==> config.mk <==
export PLATFORM = sky130hd
export DESIGN_NAME = ame_pivot_sched
export DESIGN_NICKNAME = d
export VERILOG_FILES = /design/src/rtl/ame_pkg.sv /design/src/rtl/ame_pivot_sched.sv
export SDC_FILE = /design/constraint.sdc
export NUM_CORES = 1
export LEC_CHECK = 0
export BUFFER_PORTS_ARGS = -buffer_cell sky130_fd_sc_hd__buf_2
export CORE_AREA = 2 2 363 365
export DETAILED_ROUTE_END_ITERATION = 8
export DIE_AREA = 0 0 365 367
export GPL_TIMING_DRIVEN = 0
export REMOVE_ABC_BUFFERS = 1
export SLEW_MARGIN = 20
export SYNTH_ARGS = -nofsm -noshare
export SYNTH_HDL_FRONTEND = slang
export SYNTH_SLANG_ARGS = --single-unit
==> constraint.sdc <==
create_clock -name clk_i -period 34 [get_ports clk_i]
set_clock_uncertainty 0.2 [all_clocks]
set_input_delay 6.8 -clock clk_i [delete_from_list [all_inputs] [get_ports clk_i]]
set_output_delay 6.8 -clock clk_i [all_outputs]
set_load 0.02 [all_outputs]
==> src/rtl/ame_pkg.sv <==
// Shared types and constants for the AME pivot-selection path.
// The 6x6 system size and the "unresolved" permutation code live here.
package ame_pkg;

    localparam int AME_ROWS     = 6;
    localparam int AME_IDX_BITS = 3;

    localparam logic [AME_IDX_BITS-1:0] PERM_INVALID = 3'h7;

    typedef logic [AME_IDX_BITS-1:0] ame_idx_t;

    typedef enum logic [2:0] {
        IDLE = 3'd0,
        RD   = 3'd1,
        WAIT = 3'd2,
        CMP  = 3'd3,
        PIV  = 3'd4,
        DONE = 3'd5
    } pivot_state_t;

endpackage

==> src/rtl/ame_pivot_sched.sv <==
// Partial-pivot scheduler: walks columns 0..5, asks the shared comparator for
// the best unused row, publishes it to the elimination engine, records perm.
//
// state | meaning
// IDLE  | waiting for start_i
// RD    | column read strobe for column k
// WAIT  | column data arrives, latched toward the comparator
// CMP   | comparator request held until comp_done_i
// PIV   | pivot record offered until piv_ready_i
// DONE  | one-cycle completion pulse
module ame_pivot_sched
    import ame_pkg::*;
#(
    parameter int DATA_BITS = 64,
    parameter int IDX_BITS  = 3
) (
    input  logic                          clk_i,
    input  logic                          rst_i,
    input  logic                          start_i,
    output logic                          busy_o,
    output logic                          done_o,
    output logic                          singular_o,
    output logic                          col_rd_en_o,
    output logic [IDX_BITS-1:0]           col_rd_addr_o,
    input  logic [AME_ROWS*DATA_BITS-1:0] col_rd_data_i,
    output logic                          comp_init_o,
    input  logic                          comp_done_i,
    output logic [AME_ROWS*DATA_BITS-1:0] comp_data_o,
    output logic [AME_ROWS-1:0]           comp_data_mask_o,
    input  logic [DATA_BITS-1:0]          comp_data_i,
    input  logic [IDX_BITS-1:0]           comp_data_index_i,
    output logic                          piv_valid_o,
    input  logic                          piv_ready_i,
    output logic [IDX_BITS-1:0]           piv_col_o,
    output logic [IDX_BITS-1:0]           piv_row_o,
    output logic [DATA_BITS-1:0]          piv_data_o,
    output logic [AME_ROWS*IDX_BITS-1:0]  perm_o
);

    localparam logic [IDX_BITS-1:0] LAST_COL  = IDX_BITS'(AME_ROWS - 1);
    localparam logic [IDX_BITS-1:0] NUM_ROWS  = IDX_BITS'(AME_ROWS);
    localparam logic [IDX_BITS-1:0] PERM_NONE = IDX_BITS'(PERM_INVALID);

    pivot_state_t                         state_q;
    pivot_state_t                         state_d;
    logic [IDX_BITS-1:0]                  k_q;
    logic [AME_ROWS-1:0]                  mask_q;
    logic [AME_ROWS*DATA_BITS-1:0]        comp_data_q;
    logic [AME_ROWS-1:0][IDX_BITS-1:0]    perm_q;
    logic                                 singular_q;
    logic [IDX_BITS-1:0]                  piv_col_q;
    logic [IDX_BITS-1:0]                  piv_row_q;
    logic [DATA_BITS-1:0]                 piv_data_q;
    logic                                 mask_hit;
    logic                                 cand_bad;

    // A returned row that is already used, out of range, or carries a zero
    // value means no usable pivot is left in this column. The most-negative
    // value is nonzero and therefore accepted.
    always_comb begin
        mask_hit = 1'b0;
        for (int r = 0; r < AME_ROWS; r++) begin
            if (comp_data_index_i == IDX_BITS'(r)) begin
                mask_hit = mask_q[r];
            end
        end
        cand_bad = mask_hit || (comp_data_index_i >= NUM_ROWS) || (comp_data_i == '0);
    end

    always_ff @(posedge clk_i or posedge rst_i) begin
        if (rst_i) begin
            state_q <= IDLE;
        end else begin
            state_q <= state_d;
        end
    end

    always_comb begin
        state_d = state_q;
        case (state_q)
            IDLE: if (start_i) state_d = RD;
            RD:   state_d = WAIT;
            WAIT: state_d = CMP;
            CMP:  if (comp_done_i) state_d = cand_bad ? DONE : PIV;
            PIV:  if (piv_ready_i) state_d = (k_q == LAST_COL) ? DONE : RD;
            DONE: state_d = IDLE;
            default: state_d = IDLE;
        endcase
    end

    always_comb begin
        busy_o      = (state_q != IDLE);
        done_o      = (state_q == DONE);
        col_rd_en_o = (state_q == RD);
        comp_init_o = (state_q == CMP);
        piv_valid_o = (state_q == PIV);
    end

    always_ff @(posedge clk_i or posedge rst_i) begin
        if (rst_i) begin
            k_q         <= '0;
            mask_q      <= '0;
            comp_data_q <= '0;
            singular_q  <= 1'b0;
            piv_col_q   <= '0;
            piv_row_q   <= '0;
            piv_data_q  <= '0;
            for (int r = 0; r < AME_ROWS; r++) begin
                perm_q[r] <= PERM_NONE;
            end
        end else begin
            case (state_q)
                IDLE: begin
                    if (start_i) begin
                        k_q        <= '0;
                        mask_q     <= '0;
                        singular_q <= 1'b0;
                        for (int r = 0; r < AME_ROWS; r++) begin
                            perm_q[r] <= PERM_NONE;
                        end
                    end
                end
                WAIT: begin
                    comp_data_q <= col_rd_data_i;
                end
                CMP: begin
                    if (comp_done_i) begin
                        if (cand_bad) begin
                            singular_q <= 1'b1;
                        end else begin
                            piv_col_q  <= k_q;
                            piv_row_q  <= comp_data_index_i;
                            piv_data_q <= comp_data_i;
                            for (int r = 0; r < AME_ROWS; r++) begin
                                if (k_q == IDX_BITS'(r)) begin
                                    perm_q[r] <= comp_data_index_i;
                                end
                                if (comp_data_index_i == IDX_BITS'(r)) begin
                                    mask_q[r] <= 1'b1;
                                end
                            end
                        end
                    end
                end
                PIV: begin
                    // The next column is fetched only after the handshake so the
                    // elimination engine can rewrite the buffer first.
                    if (piv_ready_i && (k_q != LAST_COL)) begin
                        k_q <= k_q + 1'b1;
                    end
                end
                default: begin
                end
            endcase
        end
    end

    assign singular_o       = singular_q;
    assign col_rd_addr_o    = k_q;
    assign comp_data_o      = comp_data_q;
    assign comp_data_mask_o = mask_q;
    assign piv_col_o        = piv_col_q;
    assign piv_row_o        = piv_row_q;
    assign piv_data_o       = piv_data_q;
    assign perm_o           = perm_q;

endmodule

# ---- Word level (Yosys, flattened, before mapping)
# Cells that the tools add are included.
dict set report totals {
  ff_bits 485
  latch_bits 0
  ram_bits 0
  rom_bits 0
  inputBits 456
  word_cells 121
  n_memories 0
}
dict set report classes {
  add_sub_neg 1
  multipliers 0
  div_mod_pow 0
  order_cmp 1
  n_eq_ne 34
  shifts 0
  n_mux 39
  n_bitwise 1
  reduce_logical 26
}
# op n
set op_table {}
lappend op_table {{$logic_not A64 Y1} 1}
lappend op_table {{$reduce_and A5 Y1} 12}
lappend op_table {{$mux W18} 3}
lappend op_table {{$mux W3} 12}
lappend op_table {{$pmux W18 S2} 1}
lappend op_table {{$ne A2 B1 Y1 const B} 16}
lappend op_table {{$eq A3 B2 Y1 const B} 6}
lappend op_table {{$eq A3 B3 Y1 const B} 6}
lappend op_table {{$mux W6} 3}
lappend op_table {{$mux W1} 16}
lappend op_table {{$pmux W3 S5} 1}
lappend op_table {{$pmux W6 S2} 1}
lappend op_table {{$eq A3 B1 Y1 const B} 3}
lappend op_table {{$logic_not A3 Y1} 3}
lappend op_table {{$reduce_and A3 Y1} 3}
lappend op_table {{$pmux W3 S2} 1}
lappend op_table {{$ne A2 B2 Y1 const B} 2}
lappend op_table {{$reduce_and A4 Y1} 1}
lappend op_table {{$reduce_bool A2 Y1} 2}
lappend op_table {{$add A3 B1 Y3 const B} 1}
lappend op_table {{$ge A3 B3 Y1 const B} 1}
lappend op_table {{$ne A3 B3 Y1 const B} 1}
lappend op_table {{$reduce_bool A3 Y1} 1}
lappend op_table {{$logic_or A1 B1 Y1} 2}
lappend op_table {{other kinds (3)} 3}

# ---- Depth between registers and ports, before layout
dict set report logic_depth {
  word_depth 12
  depth_mapped 9
  ltp_nobuf 7
}

# ---- Least setup slack after synthesis
# OpenSTA, ideal clock, no wires.
dict set report synth_timing {
  path_kind {input port to flip-flop}
  startpoint {input port comp_data_i[9]}
  endpoint {register piv_col_q[2], in the netlist piv_col_o[2]}
  setup_time_ps 125
  arrival_ps 8729
  required_time_ps 33675
  path_slack_ps 24946
  path_stages 9
  path_cell_list {nor4_1 > nand4_1 > or4_1 > buf_2 > and3_4 > buf_6 > buf_6 > buf_12 > mux2_4}
}
dict set report synth_between {
  elab_chain_cells 4
}
# element line
set synth_lines {}
lappend synth_lines {{from (decl)} ame_pivot_sched.sv:30} ;# input logic [DATA_BITS-1:0] comp_data_i,
lappend synth_lines {{$logic_not A64 Y1} ame_pivot_sched.sv:67} ;# cand_bad = mask_hit || (comp_data_index_i >= NUM_ROWS) || (comp_data_i == '0);
lappend synth_lines {{$logic_or A1 B1 Y1} ame_pivot_sched.sv:67}
lappend synth_lines {{$not A1 Y1 (no source line)} --}
lappend synth_lines {{$reduce_and A3 Y1 (no source line)} --}
lappend synth_lines {{to (signal assigned)} ame_pivot_sched.sv:131} ;# piv_col_q <= k_q;
lappend synth_lines {{to (decl)} ame_pivot_sched.sv:51} ;# logic [IDX_BITS-1:0] piv_col_q;
# No other way between the ends.
# A chain may end at the register's enable or synchronous reset.

# ---- Worst setup path after layout
dict set report layout_timing {
  startpoint {input port comp_data_i[22]}
  endpoint {register piv_data_q[10], in the netlist piv_data_o[10]}
}
dict set report layout_between {
  elab_chain_cells 4
}
# element line
set layout_lines {}
lappend layout_lines {{$logic_not A64 Y1} ame_pivot_sched.sv:67}
lappend layout_lines {{$logic_or A1 B1 Y1} ame_pivot_sched.sv:67}
lappend layout_lines {{$not A1 Y1 (no source line)} --}
lappend layout_lines {{$reduce_and A3 Y1 (no source line)} --}
lappend layout_lines {{to (signal assigned)} ame_pivot_sched.sv:133} ;# piv_data_q <= comp_data_i;
lappend layout_lines {{to (decl)} ame_pivot_sched.sv:53} ;# logic [DATA_BITS-1:0] piv_data_q;
# No other way between the ends.

==> flow_metrics.py <==
metrics = {
    "setup_path": {
        "arrival_ns": 9.89,
        "worst-path-max-fanout": 46,
        "worstPathRequired_ns": 34.31,
        "crit_type": "primary input to flip-flop",
        "worst_setup_path_start_kind": "primary input",
        "setup.worst_path.end_class": "flip-flop",
    },
    "floorplan": {
        "dieHeight_microns": 367,
        "fp.dieW_microns": 365,
        "coreArea_sq_um": 130000,
        "dieArea_sq_um": 134000,
        "row_count": 133,
        "start_util": 0.143,
        "io_pins": 943,
    },
    "logic_synthesis": {
        "yosys_warnings": 0,
        "synth_common_cells": "dfrtp_1 (467), mux2_2 (431), clkbuf_1 (51)",
        "netlist_top_cells_area": "dfrtp_1 (63%), mux2_2 (26%), dfstp_2 (2.5%)",
        "synth.largest_area_cell": "dfrtp_1",
        "synth_async_sr_flop_share": 1.00,
        "ys_ff_latch": 485,
        "ys_seq_area_frac": 0.652,
        "synthDominantCellAreaShare": 0.627,
        "syn_area_sq_um": 18600,
        "synthCells": 1163,
        "synth_edf_count": 0,
        "synth-main-ff-cell": "dfrtp_1",
        "yosysMostFrequentCell": "dfrtp_1",
        "avgSynthCellArea_sq_um": 16.0,
        "synth_cell_types": 45,
    },
    "power": {
        "pwr_density_cell_nw_per_um2": 114,
        "leakage_nw": 12.9,
        "seqPwrFrac": 0.325,
        "p_total_w": 0.00320,
        "sw_frac_of_total": 0.402,
        "net-switching-power_w": 0.00128,
        "p_int_w": 0.00191,
        "peakVddDrop_uv": 48.9,
        "combinationalPowerShare": 0.458,
        "p_clk_frac": 0.217,
    },
    "clock_network": {
        "clk_pin_slew_worst_paths_ns": 0.06,
        "clock_latency_ns": 0.63,
        "clock-sinks": 485,
        "clock_path_buffers": 3,
        "numCtsBuffers": 60,
        "cts_tree": "built",
        "cts-root-buf": "clkbuf_16",
        "cts_hold_buf": 0,
        "h-tree-depth": 2,
        "cts_setup_buffers": 0,
        "cts_resized": 0,
    },
    "grt": {
        "grt_max_degree": 93,
        "antenna_found_initial": 55,
        "grt_pass1_wl_microns": 113000,
        "first_global_vias": 14400,
        "overflow": 0,
        "grtUsageTotal": 0.120,
    },
    "route": {
        "drc_errors": 0,
        "viasPerCell": 3.57,
        "wirelength_microns": 82800,
        "first_pass_iters": 4,
        "drtAntennaViolNets": 0,
        "post_drt_wl_per_cell_microns": 20.8,
        "via_count": 14200,
        "drt_iter0_markers": 598,
    },
    "place": {
        "routabilityCongestion": 0.885,
        "io_buffers": 942,
        "place_area_sq_um": 25800,
        "dp.cells": 3849,
        "dp_hpwl_microns": 69300,
    },
    "timing": {
        "slew_headroom": 0.345,
        "rsz0062_at_grt": "no",
        "finalHoldViolCount": 0,
        "fin_crit_ns": 9.58,
        "maxSlewViolCount": 0,
        "fmax_mhz": 104,
        "setup-violations-final": 0,
        "finalCritPeriodShare": 0.282,
        "tightest_slew_ns": 0.979,
    },
    "min_path": {
        "min_path_type": "flip-flop to flip-flop",
    },
    "final_layout": {
        "final_cell_area_sq_um": 28000,
        "area_growth_pct": 50.2,
        "multiInputGateArea_sq_um": 6170,
        "drive_gt1_frac": 0.714,
        "nets": 2617,
        "n_fill_cell": 14200,
        "seq_area_sq_um": 12200,
        "instances_no_fill": 3973,
    },
    "outcome": {
        "outcome": "complete, no violations",
    },
    "run": {
        "drv_cap": 0,
    },
}
==> area by class of cell <==
type / count / area share
well taps: 1755 / 0.0784
inverters: 11 / 0.00174
clock inverters: 27 / 0.0151
repair buffers: 994 / 0.188
clock buffers: 85 / 0.0613
flip-flops and latches: 485 / 0.434
diodes: 12 / 0.00107
multi-input cells: 604 / 0.220
==> per-stage QoR <==
| stage | TNS [ns] | worst slack, ns | util | hold slack [ns] |
|---|---|---|---|---|
| 2_1_floorplan | 0 | 2.56 | - | 0.338 |
| 3_3_place_gp | -5656.37 | -14.86 | 0.194 | 0.284 |
| 3_5_place_dp | 0 | 23.62 | 0.198 | 0.289 |
| 4_1_cts | 0 | 24.33 | 0.214 | 0.302 |
| 5_1_grt | 0 | 24.26 | 0.214 | 0.306 |
| 6_report | 0 | 24.42 | 0.215 | 0.299 |
==> critical path, cell delays in order <==
cell and delay (ns):
buf_2 0.14, nor4_1 0.55, nand4_1 0.47, or4_1 0.83, and3_4 0.44, buf_16 0.27
mux2_4 0.33
==> worst paths after layout <==
path	startpoint	end	slack, ns	cells past startpoint
min reg2reg	comp_data_o[6]	comp_data_o[6]	0.30	1
max in group asynchronous	rst_i	perm_o[6]	26.17	4
min	comp_data_o[6]	comp_data_o[6]	0.30	1
max	comp_data_i[22]	piv_data_o[10]	24.42	7
min in group asynchronous	rst_i	comp_data_o[379]	6.00	2
max reg2reg	state_q[2]	comp_data_o[231]	29.10	17
==> per-layer routing <==
layer / global-route usage / share of wire / vias to the layer above
met3: 0.0603 / 0.12 / 187
met5: 0 / 0.0060 / -
met4: 0.0421 / 0.035 / 76
met1: 0.135 / 0.38 / 7122
met2: 0.193 / 0.46 / 604
li1: - / - / 6184
==> placed cells by master, fill, tap and decap left out, types with 9 or more instances in the layout <==
master / count
inv_1: 10
buf_2: 942
nor4_1: 13
buf_4: 37
nor2_1: 25
nand3_1: 9
buf_6: 9
diode_2: 12
clkbuf_8: 12
dfrtp_1: 467
mux2_4: 22
bufinv_16: 10
nand2_1: 10
mux2_2: 431
clkbuf_16: 60
nor3_1: 9
clkbuf_1: 13
dfstp_2: 18
==> state kept, by name, indices dropped and copies added (netlist names) <==
register and count:
col_rd_addr_o 3, piv_col_o 3, comp_data_o 384, singular_o 1, piv_data_o 64, piv_row_o 3
perm_o 18, comp_data_mask_o 6, state_q 3
==> cell families (layout without fill, tap and decap cells) <==
group           count (synthesis)  after routing  share of synthesized area
mux                           461            461                      0.283
flops                         485            485                      0.652
fa+ha+maj                       5              5                    0.00336
simple gates                  101            101                     0.0293
other cells                     0             12                          0
buf+inv                        74           1117                     0.0183
compound gates                 37             37                     0.0139
==> power by group through the flow <==
stage,Combinational [W],Clock (W),Sequential [W]
5_1_grt,0.00155,0.000745,0.00108
4_1_cts,0.00150,0.000723,0.00104
6_report,0.00146,0.000695,0.00104
3_5_place_dp,0.00150,0,0.00104
3_3_place_gp,0.00195,0,0.00104
2_1_floorplan,0.000845,0,0.00138
Power figures use the tool's default switching activity.
